===== src/rtl/clock_div_pkg.sv =====
// Shared constants for the programmable clock divider: default widths,
// the smallest legal divisor and the divisor used out of reset.
package clock_div_pkg;

   localparam int unsigned DEF_WIDTH     = 16;
   localparam int unsigned MIN_DIV       = 2;
   localparam int unsigned DEF_RESET_DIV = 2;

   // IDLE means no period has started yet since reset
   typedef enum logic {
      ST_IDLE = 1'b0,
      ST_RUN  = 1'b1
   } run_state_t;

endpackage


===== src/rtl/clock_div_phase_ctr.sv =====
// Phase counter for the divider: counts 0..limit-1 while advancing,
// wraps to 0 after limit-1 and jumps to 0 on a restart.
module clock_div_phase_ctr
   import clock_div_pkg::*;
#(
   parameter int unsigned WIDTH = DEF_WIDTH
) (
   input  logic             clk_in,
   input  logic             rst,
   input  logic             advance,
   input  logic             restart,
   input  logic [WIDTH-1:0] limit,
   output logic [WIDTH-1:0] phase
);

   localparam logic [WIDTH-1:0] ONE = WIDTH'(1);

   logic last_phase;

   assign last_phase = (phase == (limit - ONE));

   always_ff @(posedge clk_in) begin
      if (rst) begin
         phase <= '0;
      end else if (restart) begin
         phase <= '0;
      end else if (advance) begin
         if (last_phase) begin
            phase <= '0;
         end else begin
            phase <= phase + ONE;
         end
      end
   end

endmodule


===== src/rtl/clock_div_prog.sv =====
// Programmable clock divider with a shadowed divisor that is applied only
// at period boundaries, plus registered clk_out and period-start tick.
module clock_div_prog
   import clock_div_pkg::*;
#(
   parameter int unsigned WIDTH     = DEF_WIDTH,
   parameter int unsigned RESET_DIV = DEF_RESET_DIV
) (
   input  logic             clk_in,
   input  logic             rst,
   input  logic             en,
   input  logic             sync,
   input  logic [WIDTH-1:0] div_val,
   input  logic             div_load,
   output logic             clk_out,
   output logic             tick,
   output logic [WIDTH-1:0] div_cur,
   output logic             pending,
   output logic             err
);

   localparam logic [WIDTH-1:0] ONE       = WIDTH'(1);
   localparam logic [WIDTH-1:0] MIN_VAL   = WIDTH'(MIN_DIV);
   localparam logic [WIDTH-1:0] RESET_VAL = WIDTH'(RESET_DIV);

   run_state_t       state;
   run_state_t       next_state;
   logic             advance;
   logic             restart;
   logic             wrap;
   logic             boundary;
   logic             load_ok;
   logic             load_bad;
   logic [WIDTH-1:0] phase;
   logic [WIDTH-1:0] phase_next;
   logic [WIDTH-1:0] shadow;
   logic [WIDTH-1:0] div_next;
   logic [WIDTH-1:0] high_limit;
   logic             clk_next;

   clock_div_phase_ctr #(
      .WIDTH(WIDTH)
   ) u_phase_ctr (
      .clk_in (clk_in),
      .rst    (rst),
      .advance(advance),
      .restart(restart),
      .limit  (div_cur),
      .phase  (phase)
   );

   always_ff @(posedge clk_in) begin
      if (rst) begin
         state <= ST_IDLE;
      end else begin
         state <= next_state;
      end
   end

   // The first enabled (or synced) cycle after reset starts a fresh period
   // at phase 0 instead of stepping past it, so the first period gets a tick.
   always_comb begin
      next_state = state;
      advance    = 1'b0;
      restart    = 1'b0;
      case (state)
         ST_IDLE: begin
            if (sync || en) begin
               restart    = 1'b1;
               next_state = ST_RUN;
            end
         end
         ST_RUN: begin
            restart = sync;
            advance = en && !sync;
         end
         default: begin
            next_state = ST_IDLE;
         end
      endcase
   end

   assign wrap     = advance && (phase == (div_cur - ONE));
   assign boundary = restart || wrap;
   assign load_ok  = div_load && (div_val >= MIN_VAL);
   assign load_bad = div_load && (div_val < MIN_VAL);

   // A load arriving on the boundary itself beats a value already waiting
   always_comb begin
      div_next = div_cur;
      if (boundary) begin
         if (load_ok) begin
            div_next = div_val;
         end else if (pending) begin
            div_next = shadow;
         end
      end
   end

   // N - floor(N/2) never exceeds N, so it cannot overflow WIDTH bits
   always_comb begin
      phase_next = phase;
      if (boundary) begin
         phase_next = '0;
      end else if (advance) begin
         phase_next = phase + ONE;
      end
      high_limit = div_next - (div_next >> 1);
      clk_next   = clk_out;
      if (advance || restart) begin
         clk_next = (phase_next < high_limit);
      end
   end

   always_ff @(posedge clk_in) begin
      if (rst) begin
         div_cur <= RESET_VAL;
         shadow  <= RESET_VAL;
         pending <= 1'b0;
         err     <= 1'b0;
         tick    <= 1'b0;
         clk_out <= 1'b0;
      end else begin
         div_cur <= div_next;
         if (load_ok) begin
            shadow <= div_val;
         end
         if (boundary) begin
            pending <= 1'b0;
         end else if (load_ok) begin
            pending <= 1'b1;
         end
         err     <= load_bad;
         tick    <= boundary;
         clk_out <= clk_next;
      end
   end

endmodule


===== config.mk =====
export PLATFORM = sky130hd
export DESIGN_NAME = clock_div_prog
export DESIGN_NICKNAME = d
export VERILOG_FILES = /design/src/rtl/clock_div_pkg.sv /design/src/rtl/clock_div_phase_ctr.sv /design/src/rtl/clock_div_prog.sv
export SDC_FILE = /design/constraint.sdc
export NUM_CORES = 1
export LEC_CHECK = 0
export ABC_AREA = 0
export CAP_MARGIN = 10
export CELL_PAD_IN_SITES_DETAIL_PLACEMENT = 0
export CELL_PAD_IN_SITES_GLOBAL_PLACEMENT = 2
export CORE_MARGIN = 3
export CORE_UTILIZATION = 31
export DETAILED_ROUTE_END_ITERATION = 8
export PLACE_DENSITY = 0.74
export SYNTH_ARGS = -nofsm -noshare
export SYNTH_HDL_FRONTEND = slang
export SYNTH_SLANG_ARGS = --single-unit

===== constraint.sdc =====
create_clock -name clk_in -period 6 [get_ports clk_in]
set_input_delay 0.9 -clock clk_in [delete_from_list [all_inputs] [get_ports clk_in]]
set_output_delay 0.9 -clock clk_in [all_outputs]
set_load 0.1 [all_outputs]

==> flow_summary.json, run 1 <==
{
  "core_um2": 14600,
  "final.min_clock_period_ps": 5670,
  "arrival_ps": 5910,
  "setup_ws_ps": 329,
  "p_leak_nw": 2.62,
  "drt_pre_antenna_iters": 5,
  "cts_sinks": 53,
  "design_area_um2": 6210,
  "synth.net_count": 683,
  "final_core_util_pct": 42.6,
  "antenna_found_initial": 0,
  "cp_slowest_cell": "or4_4",
  "grt_max_degree": 39,
  "initial_core_util_pct": 31.8,
  "fmax_mhz": 176,
  "crit_required_ps": 6240,
  "cts_tree": "done",
  "ios": 41,
  "synthDistinctLibCells": 69,
  "num_rows": 44,
  "regArea_um2": 1080,
  "cp-start-kind": "primary input",
  "totalWireLength_mm": 15.6,
  "p_per_area_nw_per_um2": 239,
  "hold_buffers": 0,
  "ys_ff_latch": 53,
  "antennaDiodeCount": 0,
  "dp_hpwl_mm": 12.4,
  "port-buffer-count": 40,
  "fill_cells": 1559,
  "die_y_um": 128,
  "synth_top_area_share_pct": 22.9,
  "crit_fanout": 4,
  "clockRootBuffer": "clkbuf_16",
  "grt-busiest-layer": "met2",
  "grt.overflow.total": 0,
  "met2_usage_pct": 31.6,
  "syn_to_final_growth_pct": 33.9,
  "maxSlewHeadroom_pct": 33.8,
  "synth_cells": 632,
  "maxSlewViolCount": 0,
  "ir_drop_mv": 0.142,
  "dp_slack_ps": -388,
  "outcome": "completed",
  "use_met3_pct": 2.63,
  "dieArea_um2": 16500,
  "drive_above_1_share_pct": 21.6,
  "clock_skew_ps": 6.22,
  "grt_pass1_wl_mm": 24.8,
  "grt_usage_pct": 19.0,
  "intPower_mw": 0.934,
  "timing.final.crit_share_pct": 94.5,
  "clkPwrFrac_pct": 25.8,
  "drv_cap": 0,
  "drt-vias-per-instance": 5.27,
  "power.share.switching_pct": 37.0,
  "seq_area_frac_synth_pct": 22.9,
  "ant_nets": 0,
  "met1_usage_pct": 25.6,
  "vias": 4934,
  "fp.dieW_um": 128,
  "hp-class": "reg -> reg",
  "synth-edff-count": 0,
  "synth.area.top_cells": "dfxtp_1 (23%), ha_1 (8.1%), nand2_1 (6.9%)",
  "timing_worst_setup_path_type": "in -> reg",
  "routedWlPerCell_um": 16.6,
  "clk_latency_ps": 300,
  "setup_viol": 0,
  "drc": 0,
  "synth-main-ff-cell": "dfxtp_1",
  "yosysTopAreaCell": "dfxtp_1",
  "post_dp_cell_area_um2": 5890,
  "yosys_warnings": 0,
  "clk_pin_slew_ps": 70,
  "multi_input_area_um2": 3400,
  "grt_pass1_vias": 4772,
  "synth_area_um2": 4640,
  "fin_nets": 803,
  "hold_viol": 0,
  "comb_power_share_pct": 48.1,
  "drt_iter0_markers": 252,
  "switchingPower_mw": 0.548,
  "avgSynthCellArea_um2": 7.34,
  "place_congestion": 0.870,
  "htree_num_levels": 2,
  "max_stage_delay_ps": 520,
  "synth-async-reset-ratio_pct": 0,
  "power_frac_seq_pct": 26.1,
  "cp-end-kind": "flip-flop",
  "numCtsBuffers": 5,
  "clock_path_buffers": 2,
  "tightest_slew_ps": 989
}
[per-layer routing]
metal | share of wire, % | wire length (um)
met1 | 48 | 7540
met2 | 46 | 7240
met3 | 3.2 | 505
met4 | 1.8 | 284
met5 | 0 | 0
[critical path, delay by kind of cell]
kind | cells | cell delay (ps)
and+or+nand+nor | 10 | 2110
adders and majority gates | 2 | 640
buffers and inverters | 3 | 640
AOI/OAI and AO/OA | 10 | 1610
[logic make-up (layout without fill, tap and decap cells)]
group | after synthesis | after routing | share of synthesized area [%]
xor+xnor | 48 | 48 | 9.07
mux | 5 | 5 | 1.08
buf+inv | 60 | 181 | 5.29
flops | 53 | 53 | 22.9
simple gates | 270 | 270 | 29.1
fa+ha+maj | 30 | 30 | 8.09
compound gates | 166 | 166 | 24.5
[final timing paths]
| path | start | endpoint | slack (ps) | cells past startpoint |
|---|---|---|---|---|
| min reg2reg | shadow[10] | shadow[10] | 460 | 2 |
| min | shadow[10] | shadow[10] | 460 | 2 |
| max reg2reg | div_cur[1] | clk_out | 340 | 28 |
| max | div_val[7] | clk_out | 330 | 25 |
[metrics by stage]
step | instances | power [mW] | TNS (ps) | hold WS [ps]
floorplan | 632 | 0.817 | 0 | 434
global placement | 922 | 1.07 | -244 | 444
detailed placement | 922 | 1.08 | -388 | 449
CTS | 932 | 1.48 | 0 | 459
global route | 937 | 1.58 | -23.1 | 477
finish | 937 | 1.48 | 0 | 457
[timing repair]
action                                  CTS  global route
endpoints found under the setup margin    1             1
gates resized for setup                   6            16
pin swaps                                 4            11
setup buffers                             2             5
[synthesized netlist by cell type, drive strengths merged (3+ instances only)]
cell     number
a2111oi       3
a211oi       11
a21boi        3
a21o         11
a21oi        57
a221oi        4
a311oi        3
and2          7
and3          8
buf           7
clkbuf       29
dfxtp        53
ha           30
inv          24
mux2i         5
nand2        86
nand2b        8
nand3        16
nand3b        7
nand4        10
nor2         65
nor2b         9
nor3         22
nor3b         7
nor4          9
o2111ai       3
o211a         3
o211ai        7
o21a          4
o21ai        30
o22ai        11
o41ai         4
or2           4
or3           8
xnor2        24
xor2         24
[cells in the final DEF (no fill, tap or decap), types with 3 or more instances in the layout]
| cell | count |
|---|---|
| buf_4 | 109 |
| o2111ai_1 | 3 |
| clkdlybuf4s50_1 | 40 |
| xnor2_1 | 23 |
| xor2_1 | 24 |
| o21ai_1 | 4 |
| o21ai_0 | 24 |
| dfxtp_1 | 43 |
| o22ai_1 | 11 |
| and3_1 | 7 |
| a21o_1 | 9 |
| a211oi_1 | 9 |
| nand3b_1 | 7 |
| nand2b_1 | 8 |
| mux2i_1 | 5 |
| or3_1 | 8 |
| a21oi_1 | 56 |
| nor4_1 | 6 |
| clkbuf_16 | 5 |
| o41ai_1 | 3 |
| and2_1 | 5 |
| nand4_1 | 10 |
| or2_2 | 3 |
| nor3_2 | 3 |
| nand3_1 | 16 |
| nor3_1 | 19 |
| inv_1 | 24 |
| nor2_1 | 65 |
| nor2b_1 | 9 |
| ha_1 | 28 |
| dfxtp_2 | 9 |
| nor3b_1 | 6 |
| o21a_1 | 4 |
| nand2_1 | 85 |
| o211ai_1 | 7 |
[flip-flops by register name (all words and copies together) (netlist names)]
register           count
pending                1
state                  1
err                    1
tick                   1
div_cur               16
u_phase_ctr.phase     16
shadow                16
clk_out                1
[final cells by class]
| type | count | share of cell area (%) |
|---|---|---|
| flip-flops and latches | 53 | 17.3 |
| inverters | 24 | 1.45 |
| multi-input cells | 519 | 54.8 |
| repair buffers | 149 | 19.6 |
| clock buffers | 5 | 2.02 |
| clock inverters | 3 | 1.05 |
| well taps | 184 | 3.71 |
[power groups by stage]
stage / registers [mW] / clock network, mW / logic, mW
5_1_grt: 0.390 / 0.407 / 0.783
4_1_cts: 0.387 / 0.396 / 0.699
3_3_place_gp: 0.395 / 0 / 0.679
2_1_floorplan: 0.460 / 0 / 0.356
6_report: 0.387 / 0.382 / 0.712
3_5_place_dp: 0.395 / 0 / 0.688
(Power assumes the default switching activity.)
==> run 2, diff against run 1 <==
--- a/config.mk
+++ b/config.mk
@@ -9,10 +9,10 @@
 export CAP_MARGIN = 10
 export CELL_PAD_IN_SITES_DETAIL_PLACEMENT = 0
 export CELL_PAD_IN_SITES_GLOBAL_PLACEMENT = 2
-export CORE_MARGIN = 3
 export CORE_UTILIZATION = 31
 export DETAILED_ROUTE_END_ITERATION = 8
 export PLACE_DENSITY = 0.74
 export SYNTH_ARGS = -nofsm -noshare
 export SYNTH_HDL_FRONTEND = slang
 export SYNTH_SLANG_ARGS = --single-unit
+export TNS_END_PERCENT = 100
==> run 2 against run 1 <==
- first-iteration DRC count increased by 22%
- die area down 6.1%
- cell count increased by 0.85%
- clock skew increased by 7.3 ps
- register-to-register slack improved by 120 ps
- combinational power increased by 3.7%
- clock-buffer cell count unchanged
- worst setup slack better by 47 ps
- critical path depth is 2 higher
- non-clock buffer count is 8 higher
- global-route usage up 1.2 points
- worst hold slack barely moved
- largest power group unchanged
==> flow_summary.json, run 2 (synthesized netlist as in run 1, its figures left out) <==
{
  "htree_num_levels": 2,
  "final.min_clock_period_ps": 5620,
  "final_cell_mix": "buf_4 (116), nand2_1 (83), nor2_1 (65)",
  "totalWireLength_mm": 15.5,
  "fmax_mhz": 178,
  "clk_pin_slew_ps": 80,
  "grt-busiest-layer": "met2",
  "cts_tree": "done",
  "rsz0062_at_grt": "no",
  "cp-end-kind": "flip-flop",
  "fp.dieW_um": 124,
  "cts_sinks": 53,
  "clock_path_buffers": 2,
  "setup_ws_ps": 376,
  "p_total_mw": 1.47,
  "clock_skew_ps": 13.6,
  "num_rows": 44,
  "drc": 0,
  "dp_hpwl_mm": 12.2,
  "drt_iter0_markers": 307,
  "ir_drop_mv": 0.118,
  "met1_usage_pct": 27.5,
  "initial_core_util_pct": 31.8,
  "finalNonFillerCells": 945,
  "cp_slowest_cell": "or4_4",
  "use_met3_pct": 2.71,
  "place_congestion": 0.841,
  "crit_fanout": 5,
  "antennaDiodeCount": 0,
  "layout_commonest_cell": "buf_4",
  "dp_slack_ps": -574,
  "arrival_ps": 5870,
  "dieArea_um2": 15500,
  "drv_cap": 0,
  "multi_input_area_um2": 3510,
  "ant_nets": 0,
  "ios": 41,
  "grt_pass1_wl_mm": 24.9,
  "grt.overflow.total": 0,
  "final_core_util_pct": 43.6,
  "die_y_um": 124,
  "antenna_found_initial": 0,
  "final.setup.tns_ps": 0,
  "drt-vias-per-instance": 5.26,
  "reg_top3": "div_cur: 16 flops, shadow: 16 flops, u_phase_ctr.phase: 16 flops",
  "rrSetupSlack_ps": 460,
  "setup_viol": 0,
  "grt_max_degree": 39,
  "design_area_um2": 6360,
  "clk_latency_ps": 310,
  "core_um2": 14600,
  "grt_pass1_vias": 4749,
  "timing.final.crit_share_pct": 93.7,
  "vias": 4975,
  "routedWlPerCell_um": 16.4,
  "p_per_area_nw_per_um2": 232,
  "drt_pre_antenna_iters": 7,
  "outcome": "completed",
  "hold_buffers": 0,
  "maxSlewHeadroom_pct": 34.2,
  "p_leak_nw": 2.67,
  "place_inst": 926,
  "timing_worst_setup_path_type": "in -> reg",
  "drive_above_1_share_pct": 24.4,
  "fin_nets": 811,
  "hold_viol": 0,
  "syn_to_final_growth_pct": 37.1,
  "tightest_slew_ps": 984,
  "met2_usage_pct": 33.1,
  "regArea_um2": 1080,
  "hp-class": "reg -> reg",
  "fin_hold_ws_ps": 456,
  "cp.buffers_inverters": 5,
  "critPathTopFamily": "simple AND/OR/NAND/NOR gates",
  "max_stage_delay_ps": 460,
  "cp_common_cell": "buf_4",
  "clockRootBuffer": "clkbuf_16",
  "crit_required_ps": 6240,
  "maxSlewViolCount": 0,
  "cp-start-kind": "primary input",
  "numCtsBuffers": 5,
  "post_dp_cell_area_um2": 5920,
  "port-buffer-count": 40,
  "fill_cells": 1503,
  "grt_usage_pct": 20.1
}
run 2: cell count changes in the layout (fill, tap and decap cells not counted), moves of 4 or more:
| cell | before | now |
|---|---|---|
| buf_4 | 109 | 116 |
| o22ai_2 | 0 | 5 |
| o22ai_1 | 11 | 6 |
| o21ai_0 | 24 | 20 |
run 2: cell type report:
| type | count | share of cell area (%) |
|---|---|---|
| repair buffers | 157 | 20.2 |
| clock inverters | 3 | 0.708 |
| multi-input cells | 519 | 55.2 |
| clock buffers | 5 | 1.97 |
| well taps | 184 | 3.62 |
| inverters | 24 | 1.42 |
| flip-flops and latches | 53 | 16.9 |
run 2: path summary, 6_finish.rpt:
kind / from / cells past startpoint / end
max: div_val[14] / 27 / clk_out
min: shadow[4] / 2 / shadow[4]
max reg2reg: div_cur[0] / 30 / clk_out
min reg2reg: shadow[4] / 2 / shadow[4]
run 2: layer usage:
| layer | vias to the layer above | wire length (um) |
|---|---|---|
| met4 | 0 | 229 |
| met5 | - | 0 |
| li1 | 2515 | - |
| met2 | 87 | 7250 |
| met1 | 2357 | 7580 |
| met3 | 16 | 484 |
run 2: what timing repair did:
item                                    in CTS  in global routing
endpoints found under the setup margin       1                  1
pin swaps                                    1                 19
buffers inserted                             2                  9
resized for setup                            5                 39
run 2: tightest hold or removal path, stage by stage, from the launching register on:
cell	delay, ps
dfxtp_1	310
nand2_1	50
a21oi_1	50
run 2: power by group:
| group | internal, mW | switching, mW | total, mW | leakage, nW |
|---|---|---|---|---|
| Clock | 0.199 | 0.151 | 0.349 | 0.0843 |
| Sequential | 0.369 | 0.0188 | 0.387 | 0.438 |
| Combinational | 0.340 | 0.399 | 0.738 | 2.15 |
==> run 3, diff against run 2 <==
--- a/config.mk
+++ b/config.mk
@@ -6,10 +6,12 @@
 export NUM_CORES = 1
 export LEC_CHECK = 0
 export ABC_AREA = 0
+export ABC_CLOCK_PERIOD_IN_PS = 6000
 export CAP_MARGIN = 10
 export CELL_PAD_IN_SITES_DETAIL_PLACEMENT = 0
 export CELL_PAD_IN_SITES_GLOBAL_PLACEMENT = 2
 export CORE_UTILIZATION = 31
+export CTS_CLUSTER_SIZE = 12
 export DETAILED_ROUTE_END_ITERATION = 8
 export PLACE_DENSITY = 0.74
 export SYNTH_ARGS = -nofsm -noshare
==> results of run 3 <==
Same layout as run 2: the final DEF is identical, and so are final timing and power.
